===== src/rtl/arm_ctrl_pkg.sv =====
// Shared constants for the ARM-subset control path: condition codes,
// flag bit positions and control-bundle field widths.
package arm_ctrl_pkg;

    localparam int unsigned COND_W   = 4;
    localparam int unsigned FLAGS_W  = 4;
    localparam int unsigned FLAGWR_W = 2;

    localparam int unsigned FLAG_N = 3;
    localparam int unsigned FLAG_Z = 2;
    localparam int unsigned FLAG_C = 1;
    localparam int unsigned FLAG_V = 0;

    localparam logic [COND_W-1:0] COND_EQ = 4'b0000;
    localparam logic [COND_W-1:0] COND_NE = 4'b0001;
    localparam logic [COND_W-1:0] COND_CS = 4'b0010;
    localparam logic [COND_W-1:0] COND_CC = 4'b0011;
    localparam logic [COND_W-1:0] COND_MI = 4'b0100;
    localparam logic [COND_W-1:0] COND_PL = 4'b0101;
    localparam logic [COND_W-1:0] COND_VS = 4'b0110;
    localparam logic [COND_W-1:0] COND_VC = 4'b0111;
    localparam logic [COND_W-1:0] COND_HI = 4'b1000;
    localparam logic [COND_W-1:0] COND_LS = 4'b1001;
    localparam logic [COND_W-1:0] COND_GE = 4'b1010;
    localparam logic [COND_W-1:0] COND_LT = 4'b1011;
    localparam logic [COND_W-1:0] COND_GT = 4'b1100;
    localparam logic [COND_W-1:0] COND_LE = 4'b1101;
    localparam logic [COND_W-1:0] COND_AL = 4'b1110;
    localparam logic [COND_W-1:0] COND_NV = 4'b1111;

endpackage


===== src/rtl/cond_eval.sv =====
// Combinational evaluation of a 4-bit condition field against {N,Z,C,V}.
module cond_eval
    import arm_ctrl_pkg::*;
(
    input  logic [COND_W-1:0]  Cond,
    input  logic [FLAGS_W-1:0] Flags,
    output logic               CondEx
);

    logic w_n, w_z, w_c, w_v, w_ge;

    assign w_n  = Flags[FLAG_N];
    assign w_z  = Flags[FLAG_Z];
    assign w_c  = Flags[FLAG_C];
    assign w_v  = Flags[FLAG_V];
    assign w_ge = (w_n == w_v);

    always_comb begin
        CondEx = 1'b0;
        case (Cond)
            COND_EQ: CondEx = w_z;
            COND_NE: CondEx = ~w_z;
            COND_CS: CondEx = w_c;
            COND_CC: CondEx = ~w_c;
            COND_MI: CondEx = w_n;
            COND_PL: CondEx = ~w_n;
            COND_VS: CondEx = w_v;
            COND_VC: CondEx = ~w_v;
            COND_HI: CondEx = w_c & ~w_z;
            COND_LS: CondEx = ~w_c | w_z;
            COND_GE: CondEx = w_ge;
            COND_LT: CondEx = ~w_ge;
            COND_GT: CondEx = ~w_z & w_ge;
            COND_LE: CondEx = w_z | ~w_ge;
            COND_AL: CondEx = 1'b1;
            default: CondEx = 1'b0;
        endcase
    end

endmodule


===== src/rtl/cond_pipe_ctrl.sv =====
// Pipelined control carrier: Decode bundle -> Execute (condition check,
// flag update, gating) -> NPOST post-execute stages ending in Writeback.
module cond_pipe_ctrl
    import arm_ctrl_pkg::*;
#(
    parameter int unsigned NPOST = 2,
    parameter int unsigned EPW   = 4
) (
    input  logic                clk,
    input  logic                reset,
    input  logic                PCSrcD,
    input  logic                RegWriteD,
    input  logic                MemtoRegD,
    input  logic                MemWriteD,
    input  logic                BranchD,
    input  logic [FLAGWR_W-1:0] FlagWriteD,
    input  logic [COND_W-1:0]   CondD,
    input  logic [EPW-1:0]      EPayD,
    input  logic                StallE,
    input  logic                FlushE,
    input  logic                FlushM,
    input  logic [FLAGS_W-1:0]  ALUFlags,
    output logic [EPW-1:0]      EPayE,
    output logic                MemtoRegE,
    output logic                BranchTakenE,
    output logic                CondExE,
    output logic [FLAGS_W-1:0]  FlagsE,
    output logic [NPOST-1:0]    PCSrcV,
    output logic [NPOST-1:0]    RegWriteV,
    output logic [NPOST-1:0]    MemtoRegV,
    output logic                MemWriteM,
    output logic                PCWrPendingF
);

    logic                r_pcsrc_e, r_regwrite_e, r_memtoreg_e, r_memwrite_e, r_branch_e;
    logic [FLAGWR_W-1:0] r_flagwrite_e;
    logic [COND_W-1:0]   r_cond_e;
    logic [EPW-1:0]      r_epay_e;
    logic [FLAGS_W-1:0]  r_flags;

    logic [NPOST-1:0]    r_pcsrc_v, r_regwrite_v, r_memtoreg_v;
    logic                r_memwrite_m;

    logic                w_condex;
    logic                w_pcsrc_g, w_regwrite_g, w_memwrite_g;
    logic [FLAGWR_W-1:0] w_flagwrite_g;
    logic [NPOST-1:0]    w_pcsrc_nxt, w_regwrite_nxt, w_memtoreg_nxt;
    logic                w_bubble_m;
    logic                w_pend_post;

    // Execute register: flush beats stall
    always_ff @(posedge clk) begin
        if (reset || FlushE) begin
            r_pcsrc_e     <= 1'b0;
            r_regwrite_e  <= 1'b0;
            r_memtoreg_e  <= 1'b0;
            r_memwrite_e  <= 1'b0;
            r_branch_e    <= 1'b0;
            r_flagwrite_e <= '0;
            r_cond_e      <= '0;
            r_epay_e      <= '0;
        end else if (!StallE) begin
            r_pcsrc_e     <= PCSrcD;
            r_regwrite_e  <= RegWriteD;
            r_memtoreg_e  <= MemtoRegD;
            r_memwrite_e  <= MemWriteD;
            r_branch_e    <= BranchD;
            r_flagwrite_e <= FlagWriteD;
            r_cond_e      <= CondD;
            r_epay_e      <= EPayD;
        end
    end

    cond_eval u_cond_eval (
        .Cond   (r_cond_e),
        .Flags  (r_flags),
        .CondEx (w_condex)
    );

    assign w_pcsrc_g     = r_pcsrc_e & w_condex;
    assign w_regwrite_g  = r_regwrite_e & w_condex;
    assign w_memwrite_g  = r_memwrite_e & w_condex;
    assign w_flagwrite_g = r_flagwrite_e & {FLAGWR_W{w_condex}};

    // Stalled instruction commits its flags only on the release edge
    always_ff @(posedge clk) begin
        if (reset) begin
            r_flags <= '0;
        end else if (!StallE) begin
            if (w_flagwrite_g[1]) begin
                r_flags[FLAG_N] <= ALUFlags[FLAG_N];
                r_flags[FLAG_Z] <= ALUFlags[FLAG_Z];
            end
            if (w_flagwrite_g[0]) begin
                r_flags[FLAG_C] <= ALUFlags[FLAG_C];
                r_flags[FLAG_V] <= ALUFlags[FLAG_V];
            end
        end
    end

    // Post-stage shift: stage 0 takes gated E outputs or a bubble, later stages copy
    assign w_bubble_m = FlushM | StallE;

    always_comb begin
        w_pcsrc_nxt       = r_pcsrc_v << 1;
        w_regwrite_nxt    = r_regwrite_v << 1;
        w_memtoreg_nxt    = r_memtoreg_v << 1;
        w_pcsrc_nxt[0]    = w_pcsrc_g & ~w_bubble_m;
        w_regwrite_nxt[0] = w_regwrite_g & ~w_bubble_m;
        w_memtoreg_nxt[0] = r_memtoreg_e & ~w_bubble_m;
    end

    always_ff @(posedge clk) begin
        if (reset) begin
            r_pcsrc_v    <= '0;
            r_regwrite_v <= '0;
            r_memtoreg_v <= '0;
            r_memwrite_m <= 1'b0;
        end else begin
            r_pcsrc_v    <= w_pcsrc_nxt;
            r_regwrite_v <= w_regwrite_nxt;
            r_memtoreg_v <= w_memtoreg_nxt;
            r_memwrite_m <= w_memwrite_g & ~w_bubble_m;
        end
    end

    // Writeback is excluded: its PC write lands this cycle
    generate
        if (NPOST > 1) begin : g_pend
            assign w_pend_post = |r_pcsrc_v[NPOST-2:0];
        end else begin : g_no_pend
            assign w_pend_post = 1'b0;
        end
    endgenerate

    assign PCWrPendingF = PCSrcD | r_pcsrc_e | w_pend_post;
    assign EPayE        = r_epay_e;
    assign MemtoRegE    = r_memtoreg_e;
    assign BranchTakenE = r_branch_e & w_condex;
    assign CondExE      = w_condex;
    assign FlagsE       = r_flags;
    assign PCSrcV       = r_pcsrc_v;
    assign RegWriteV    = r_regwrite_v;
    assign MemtoRegV    = r_memtoreg_v;
    assign MemWriteM    = r_memwrite_m;

endmodule

===== config.mk =====
export PLATFORM = sky130hd
export DESIGN_NAME = cond_pipe_ctrl
export DESIGN_NICKNAME = d
export VERILOG_FILES = /design/src/rtl/arm_ctrl_pkg.sv /design/src/rtl/cond_eval.sv /design/src/rtl/cond_pipe_ctrl.sv
export SDC_FILE = /design/constraint.sdc
export NUM_CORES = 1
export LEC_CHECK = 0
export BUFFER_PORTS_ARGS = -buffer_cell sky130_fd_sc_hd__buf_4
export CAP_MARGIN = 20
export CORE_MARGIN = 3
export CORE_UTILIZATION = 48
export CTS_CLUSTER_DIAMETER = 150
export DETAILED_ROUTE_END_ITERATION = 12
export GPL_TIMING_DRIVEN = 0
export PLACE_DENSITY = 0.77
export SLEW_MARGIN = 0
export SYNTH_ARGS = -nofsm -noshare
export SYNTH_HDL_FRONTEND = slang
export SYNTH_HIERARCHICAL = 1
export SYNTH_SLANG_ARGS = --single-unit
export TNS_END_PERCENT = 5

===== constraint.sdc =====
create_clock -name clk -period 2.3 [get_ports clk]
set_input_delay 0.46 -clock clk [delete_from_list [all_inputs] [get_ports clk]]
set_output_delay 0.46 -clock clk [all_outputs]
set_load 0.01 [all_outputs]

==> impl_metrics.toml, run 1 <==
[timing]
period_needed_ps = 2330
setup_ws_ps = -34.1
drv_slew = 0
skew_ps = 11.0
worst_pin_slew_ps = 374
hold_viol = 0
fin_crit_sh_pct = 101
clock.fmax_ghz = 0.428
slew_headroom_pct = 75.1
setup_violations = 2
rsz0062_at_grt = "true"

[critical_path]
critPathSlowestCell = "dfxtp_4"
worstSetupStartpointType = "register"
worstPathRequired_ps = 1840
slowest_delay_ps = 400
critical_path.cell_chain = "mux2_4 -> a21oi_2 -> o211ai_1 -> a211o_1 -> and2_4 -> buf_6"
arrival_ps = 1870
crit_type = "reg -> out"
worstSetupEndpointType = "output port"
crit_path_max_fanout = 6

[place]
port_buffers = 41
globalplace.congestion = 0.658
hpwl_um = 1980
placed_area_um2 = 1530

[power_and_ir_drop]
intPower_uw = 702
p_leak_nw = 0.773
clockPowerShare_pct = 34.7
irDropWorstVdd_mv = 0.474
p_per_area_nw_per_um2 = 530
swShare_pct = 20.8
p_switching_uw = 185
power.share.combinational_pct = 13.0
pwr-share-seq_pct = 52.3

[global_route]
overflow = 0
grt_max_degree = 16
grt_pass1_wl_um = 4550
antenna_found_initial = 0
grt_usage_pct = 18.1
grt_pass1_vias = 1049

[cells_and_area]
stdcell_area_um2 = 1670
fillCellCount = 167
final_nets = 193
drive_gt1_share_pct = 44.0
syn_to_final_growth_pct = 40.7
antennaDiodeCount = 0
multi_input_area_um2 = 603
post-route-util_pct = 73.5
seq_area_um2 = 534

[detailed_routing]
wl_per_cell_um = 14.0
via_per_inst = 5.13
ant_nets = 0
first_pass_iters = 4
drtIter0Drc = 15
drc = 0
vias = 1006
wl_um = 2740

[outcome]
violations = "setup timing"
run_status = "finished, violations left"

[floorplan]
die_w_um = 55.8
ios = 43
start_util_pct = 52.2
core_area_um2 = 2280
num_rows = 17
die_area_um2 = 3110
die_y_um = 55.8

[synth]
async_reset_ff_share_pct = 0
synth_edf_count = 0
ys_warn_count = 6
synth_area_leaders = "dfxtp_1 (44%), mux2i_1 (16%), nand2b_1 (5.3%)"
netlist_instances = 117
yosysSeqAreaShare_pct = 43.8
syn_avg_cell_area_um2 = 10.2
synth_fp_nets = 141
yosys.area.top_type = "dfxtp_1"
synth.distinct_cells = 29
ys.flop_type = "dfxtp_1"
netlist_area_um2 = 1190
synth_top_area_share_pct = 43.8
ys_ff_latch = 26

[clock_tree]
clk_latency_ps = 320
clk_pin_slew_ps = 140
clockBufferDepth = 2
cts_num_sinks = 26
cts-hold-fix-buffers = 0
htree_levels = 1
ctsRootBufferMaster = "clkbuf_4"
cts_buffers = 3
cts_tree = "done"

[hold_path]
hp-class = "in -> reg"

[run]
drv_cap = 0
## registers in the layout, indices dropped and copies added, names as in the netlist
signal	flops
EPayE	4
FlagsE	4
r_cond_e	4
MemtoRegV	2
PCSrcV	2
RegWriteV	2
r_flagwrite_e	2
MemWriteM	1
MemtoRegE	1
r_branch_e	1
r_memwrite_e	1
r_pcsrc_e	1
r_regwrite_e	1
## cell usage in the layout (no fill, tap or decap), types with 3 or more instances in the layout
cell type | netlist | layout
and2_1 | 4 | 3
mux2i_1 | 19 | 19
dfxtp_4 | 0 | 3
nor2_1 | 16 | 16
clkbuf_4 | 0 | 3
buf_6 | 4 | 7
nor2b_1 | 4 | 3
nand2b_1 | 10 | 10
and3b_1 | 3 | 3
dfxtp_1 | 26 | 21
buf_4 | 3 | 48
## cells in the mapped netlist (2+ instances only)
cell type	count
dfxtp_1	26
mux2i_1	19
nor2_1	16
nand2b_1	10
and2_1	4
buf_6	4
nor2b_1	4
a21oi_1	3
and3b_1	3
buf_4	3
a211o_1	2
clkbuf_1	2
nand2_1	2
nor3_1	2
nor4b_2	2
o211ai_1	2
## final timing paths
kind	endpoint	slack, ps	cells past startpoint	startpoint
setup / recovery	BranchTakenE	-30	6	r_cond_e[2]
setup reg to reg	FlagsE[3]	290	8	r_cond_e[2]
hold reg to reg	MemWriteM	480	1	r_memwrite_e
hold / removal	MemtoRegV[0]	320	2	FlushM
## metrics by stage
| stage | setup WS, ps | TNS (ps) | std cells | hold slack, ps | power [mW] |
|---|---|---|---|---|---|
| floorplan | 283 | 0 | 117 | 430 | 0.531 |
| global placement | 131 | 0 | 186 | 438 | 0.577 |
| detailed placement | 81.4 | 0 | 186 | 449 | 0.582 |
| CTS | -63.1 | -106 | 193 | 305 | 0.891 |
| global route | -116 | -221 | 196 | 300 | 0.920 |
| finish | -34.1 | -61.7 | 196 | 316 | 0.887 |
## layout make-up
class,instances,share of cell area [%]
Multi-Input combinational cell,81,36.1
Sequential cell,26,31.9
Timing Repair Buffer,48,21.8
Buffer,9,4.94
Tap cell,28,2.09
Clock inverter,1,1.80
Clock buffer,3,1.35
## layer usage
metal  global-route usage (%)  share of wire [%]
met3                     5.10                6.3
met4                     4.17                1.1
met5                        0                  0
met2                     34.6                 54
met1                     19.3                 39
## logic make-up (layout without fill, tap and decap cells)
kind of cell	Yosys count	count (layout)	share of synthesized area (%)
XOR/XNOR	2	2	2.11
AND/OR/NAND/NOR	48	48	23.6
AO/OA/AOI/OAI	11	11	6.53
buffers and inverters	10	61	6.74
flip-flops	26	26	43.8
multiplexers	20	20	17.3
## worst max-delay path: cells and delay by family (launching register included)
| kind | cells | cell delay, ps |
|---|---|---|
| multiplexers | 1 | 300 |
| buffers and inverters | 1 | 110 |
| AO/OA/AOI/OAI | 3 | 580 |
| AND/OR/NAND/NOR | 1 | 160 |
| flip-flops | 1 | 400 |
## power groups by stage
stage / Sequential (mW) / Combinational [mW] / Clock [mW]
floorplan: 0.476 / 0.0554 / 0
global placement: 0.475 / 0.102 / 0
detailed placement: 0.476 / 0.106 / 0
CTS: 0.464 / 0.111 / 0.315
global route: 0.466 / 0.126 / 0.329
finish: 0.464 / 0.115 / 0.308
## timing repair
action	in CTS	in global routing
resized for setup	13	3
pin swaps	6	2
gates cloned	0	0
endpoints found under the setup margin	2	2
setup buffers	4	3
(Power assumes the default switching activity.)
==> run 2, diff against run 1 <==
--- a/config.mk
+++ b/config.mk
@@ -7,12 +7,14 @@
 export LEC_CHECK = 0
 export BUFFER_PORTS_ARGS = -buffer_cell sky130_fd_sc_hd__buf_4
 export CAP_MARGIN = 20
+export CELL_PAD_IN_SITES_DETAIL_PLACEMENT = 1
+export CELL_PAD_IN_SITES_GLOBAL_PLACEMENT = 2
 export CORE_MARGIN = 3
-export CORE_UTILIZATION = 48
+export CORE_UTILIZATION = 28
 export CTS_CLUSTER_DIAMETER = 150
 export DETAILED_ROUTE_END_ITERATION = 12
 export GPL_TIMING_DRIVEN = 0
-export PLACE_DENSITY = 0.77
+export PLACE_DENSITY = 0.75
 export SLEW_MARGIN = 0
 export SYNTH_ARGS = -nofsm -noshare
 export SYNTH_HDL_FRONTEND = slang
==> impl_metrics.toml, run 2 (same netlist as run 1, synthesis figures left out) <==
[cells_and_area]
syn_to_final_growth_pct = 46.9
post-route-util_pct = 43.0
mostFrequentLayoutCells = "buf_4 (48), dfxtp_1 (19), mux2i_1 (19)"
antennaDiodeCount = 0
drive_gt1_share_pct = 45.8
final_nets = 193
final_common_cell = "buf_4"

[clock_tree]
cts_buffers = 3
cts-hold-fix-buffers = 0
htree_levels = 1
cts_num_sinks = 26
clk_latency_ps = 270
clk_pin_slew_ps = 100
ctsRootBufferMaster = "clkbuf_8"
cts_tree = "done"
clockBufferDepth = 2

[global_route]
grt_pass1_wl_um = 5630
overflow = 0
grt_max_degree = 16
grt_pass1_vias = 1149
grt_usage_pct = 14.0
antenna_found_initial = 0

[timing]
clock.fmax_ghz = 0.433
skew_ps = 10.2
setup_ws_ps = -7.32
setup_violations = 1
finalSetupTns_ps = -7.32
drv_slew = 0
worst_pin_slew_ps = 384
fin_crit_sh_pct = 100
period_needed_ps = 2310
slew_headroom_pct = 74.4
rsz0062_at_grt = "true"
hold_viol = 0

[critical_path]
r2r-start = "r_cond_e[2]"
cp-startpoint = "r_cond_e[2]"
worstPathRequired_ps = 1840
rrSetupSlack_ps = 380
worstSetupEndpointType = "output port"
arrival_ps = 1850
cp-endpoint = "BranchTakenE"
worst-r2r-cell-count = 7
r2r_end = "FlagsE[2]"
crit_type = "reg -> out"
crit_path_max_fanout = 7
worstSetupStartpointType = "register"

[power_and_ir_drop]
p_per_area_nw_per_um2 = 547
power.share.combinational_pct = 12.1
p_switching_uw = 199
swShare_pct = 20.8
clockPowerShare_pct = 39.5
power_uw = 956
intPower_uw = 757
pwr-share-seq_pct = 48.4
irDropWorstVdd_mv = 0.477
p_leak_nw = 0.782

[floorplan]
core_area_um2 = 4060
num_rows = 23
ios = 43
start_util_pct = 29.3
die_y_um = 71.2
die_area_um2 = 5060
die_w_um = 71.2

[outcome]
violations = "setup timing"
run_status = "finished, violations left"

[hold_path]
hp-class = "in -> reg"

[run]
drv_cap = 0

[detailed_routing]
wl_um = 3290
first_pass_iters = 4
via_per_inst = 4.69
vias = 1023
drc = 0
wl_per_cell_um = 15.1
drtIter0Drc = 65
ant_nets = 0

[place]
port_buffers = 41
hpwl_um = 2390
globalplace.congestion = 0.771
-- run 2: changes by cell type in the layout (fill, tap and decap cells not counted), sizes merged --
cell    previous run  this run
buf               55        56
clkbuf             5         4
-- run 2: area by class of cell --
type	count	area [um^2]
plain buffers	9	82.6
clock buffers	3	41.3
clock inverters	1	30.0
fillers	459	2310
multi-input cells	81	619
flip-flops and latches	26	539
well taps	50	62.6
repair buffers	48	372
-- run 2: what timing repair did --
item                       CTS  global route
setup endpoints to repair    2             2
buffers inserted             7             0
pin swaps                    6             1
resized for setup           17             5
-- run 2: worst max-delay path: stages (launching register included) --
cell	delay (ps)
dfxtp_4	400
mux2_4	310
a21oi_2	130
o211ai_1	100
a211o_1	370
and2_4	160
buf_6	110
-- run 2: layer usage --
metal | global-route usage (%) | routed length (um) | share of wire, % | vias to the layer above
li1 | - | - | - | 498
met4 | 4.38 | 39 | 1.2 | 0
met3 | 4.83 | 224 | 6.8 | 4
met2 | 23.5 | 1700 | 52 | 27
met1 | 16.8 | 1330 | 40 | 494
met5 | 0 | 0 | 0 | -
-- run 2: worst min-delay path by stage --
| stage | startpoint | end | slack [ps] | cells after the start |
|---|---|---|---|---|
| floorplan | r_memwrite_e | MemWriteM | 430 | 1 |
| global placement | r_memwrite_e | MemWriteM | 450 | 1 |
| detailed placement | r_memwrite_e | MemWriteM | 450 | 1 |
| CTS | FlushM | MemtoRegV[0] | 360 | 2 |
| global route | FlushM | MemtoRegV[0] | 340 | 2 |
| finish | FlushM | MemtoRegV[0] | 370 | 2 |
-- run 2: power groups by stage --
stage / clock network [mW] / logic (mW) / registers, mW
after floorplan: 0 / 0.0554 / 0.476
after global placement: 0 / 0.104 / 0.476
after detailed placement: 0 / 0.108 / 0.476
after CTS: 0.395 / 0.114 / 0.464
after global routing: 0.427 / 0.126 / 0.465
final: 0.378 / 0.115 / 0.463
-- run 2: through the flow --
step                area [um^2]  setup slack, ps  instances  hold slack [ps]
global placement           1560             91.0        208              446
detailed placement         1560             38.0        208              447
global route               1750             -101        218              340
floorplan                  1190              283        117              430
CTS                        1730             2.12        218              356
finish                     1750            -7.32        218              366
==> run 3, diff against run 2 <==
==> constraint.sdc (replaced) <==
create_clock -name clk -period 2.3 [get_ports clk]
set_input_delay 0.46 -clock clk [delete_from_list [all_inputs] [get_ports clk]]
set_output_delay 0.46 -clock clk [all_outputs]
set_load 0.05 [all_outputs]
==> impl_metrics.toml, run 3 (same netlist as run 1, synthesis figures left out) <==
[outcome]
run_status = "finished, violations left"
violations = "setup timing"

[floorplan]
num_rows = 23
die_area_um2 = 5060
ios = 43
core_area_um2 = 4060
die_y_um = 71.2
start_util_pct = 29.3
die_w_um = 71.2

[global_route]
grt_max_degree = 16
grt_pass1_wl_um = 5130
overflow = 0
grt_pass1_vias = 1045
grt_usage_pct = 12.9
antenna_found_initial = 0

[detailed_routing]
drc = 0
first_pass_iters = 2
via_per_inst = 4.59
drtIter0Drc = 33
wl_um = 3180
vias = 1001
ant_nets = 0
wl_per_cell_um = 14.6

[cells_and_area]
antennaDiodeCount = 0
syn_to_final_growth_pct = 46.8
final_nets = 193
stdcell_area_um2 = 1750
mostFrequentLayoutCells = "buf_4 (49), dfxtp_1 (19), mux2i_1 (19)"
drive_gt1_share_pct = 45.2
final_common_cell = "buf_4"

[critical_path]
worstSetupStartpointType = "register"
path_buf_inv = 2
slowest_delay_ps = 360
rrSetupSlack_ps = 380
arrival_ps = 1890
worstSetupEndpointType = "output port"
crit_type = "reg -> out"
crit_path_max_fanout = 6
path_delay_family = "compound AO/OA/AOI/OAI gates"
worstPathRequired_ps = 1840
critical_path.cell_chain = "buf_6 -> or2b_1 -> o31ai_1 -> a211o_1 -> a211o_4 -> and2_4 -> buf_8"
critPathSlowestCell = "a211o_4"
r2r-start = "r_cond_e[3]"
r2r_end = "FlagsE[3]"
path_depth = 7
cp-endpoint = "BranchTakenE"
cp-startpoint = "r_cond_e[3]"
worst-r2r-cell-count = 8

[clock_tree]
ctsRootBufferMaster = "clkbuf_8"
cts_num_sinks = 26
clk_pin_slew_ps = 100
cts_buffers = 3
clockBufferDepth = 2
htree_levels = 1
clk_latency_ps = 280
cts_tree = "done"

[power_and_ir_drop]
irDropWorstVdd_mv = 0.250
power_uw = 988
p_per_area_nw_per_um2 = 566
p_leak_nw = 0.782

[run]
drv_cap = 0

[timing]
setup_violations = 2
slew_headroom_pct = 75.2
drv_slew = 0
clock.fmax_ghz = 0.425
setup_ws_ps = -52.8
period_needed_ps = 2350
fin_crit_sh_pct = 102
rsz0062_at_grt = "true"
hold_viol = 0
skew_ps = 7.69
holdWs_ps = 349
worst_pin_slew_ps = 373

[place]
port_buffers = 41
globalplace.congestion = 0.806
hpwl_um = 2320
placed_area_um2 = 1570

[hold_path]
hp-class = "in -> reg"
==> run 3: worst min path at each step <==
stage                            start           end  slack [ps]  depth (start not counted)
final                           FlushM  MemtoRegV[0]         350                          2
after global routing            FlushM  MemtoRegV[0]         340                          2
after CTS                       FlushM  MemtoRegV[0]         350                          2
after detailed placement  r_memwrite_e     MemWriteM         450                          1
after global placement    r_memwrite_e     MemWriteM         450                          1
after floorplan           r_memwrite_e     MemWriteM         430                          1
==> run 3: metal layers <==
metal	vias to the layer above	track usage [%]	part of all wire (%)
met5	-	0	0
met4	0	4.38	1.4
met3	4	4.40	6.2
met2	24	21.6	50
met1	475	15.3	42
li1	498	-	-
==> run 3: per-stage QoR <==
step                      std cells  TNS (ps)  util [%]  setup WS [ps]
final                           218     -99.4      43.0          -52.8
after global routing            218      -278      43.0           -144
after CTS                       218     -54.0      43.0          -29.9
after detailed placement        208     -26.5      38.7          -26.5
after global placement          208         0      38.7           33.3
after floorplan                 117         0         -           69.5
==> run 3: power breakdown <==
part	internal (mW)	leakage, nW	total [mW]	switching (mW)
clock	0.233	0.0357	0.390	0.157
combinational	0.0698	0.531	0.134	0.0638
sequential	0.456	0.215	0.464	0.00779
==> run 3: layout make-up <==
class                      instances  area, um^2
clock buffer                       3        41.3
clock inverter                     1        30.0
tap                               50        62.6
multi-input combinational         81         621
sequential                        26         537
timing repair buffer              48         372
fill                             456        2310
buffer                             9        82.6
==> run 3: repair_timing <==
action / 4_1_cts / 5_1_grt
gates resized for setup: 14 / 0
setup endpoints to repair: 2 / 2
hold buffers: 0 / 0
buffers inserted: 7 / 0
pin swaps: 7 / 0
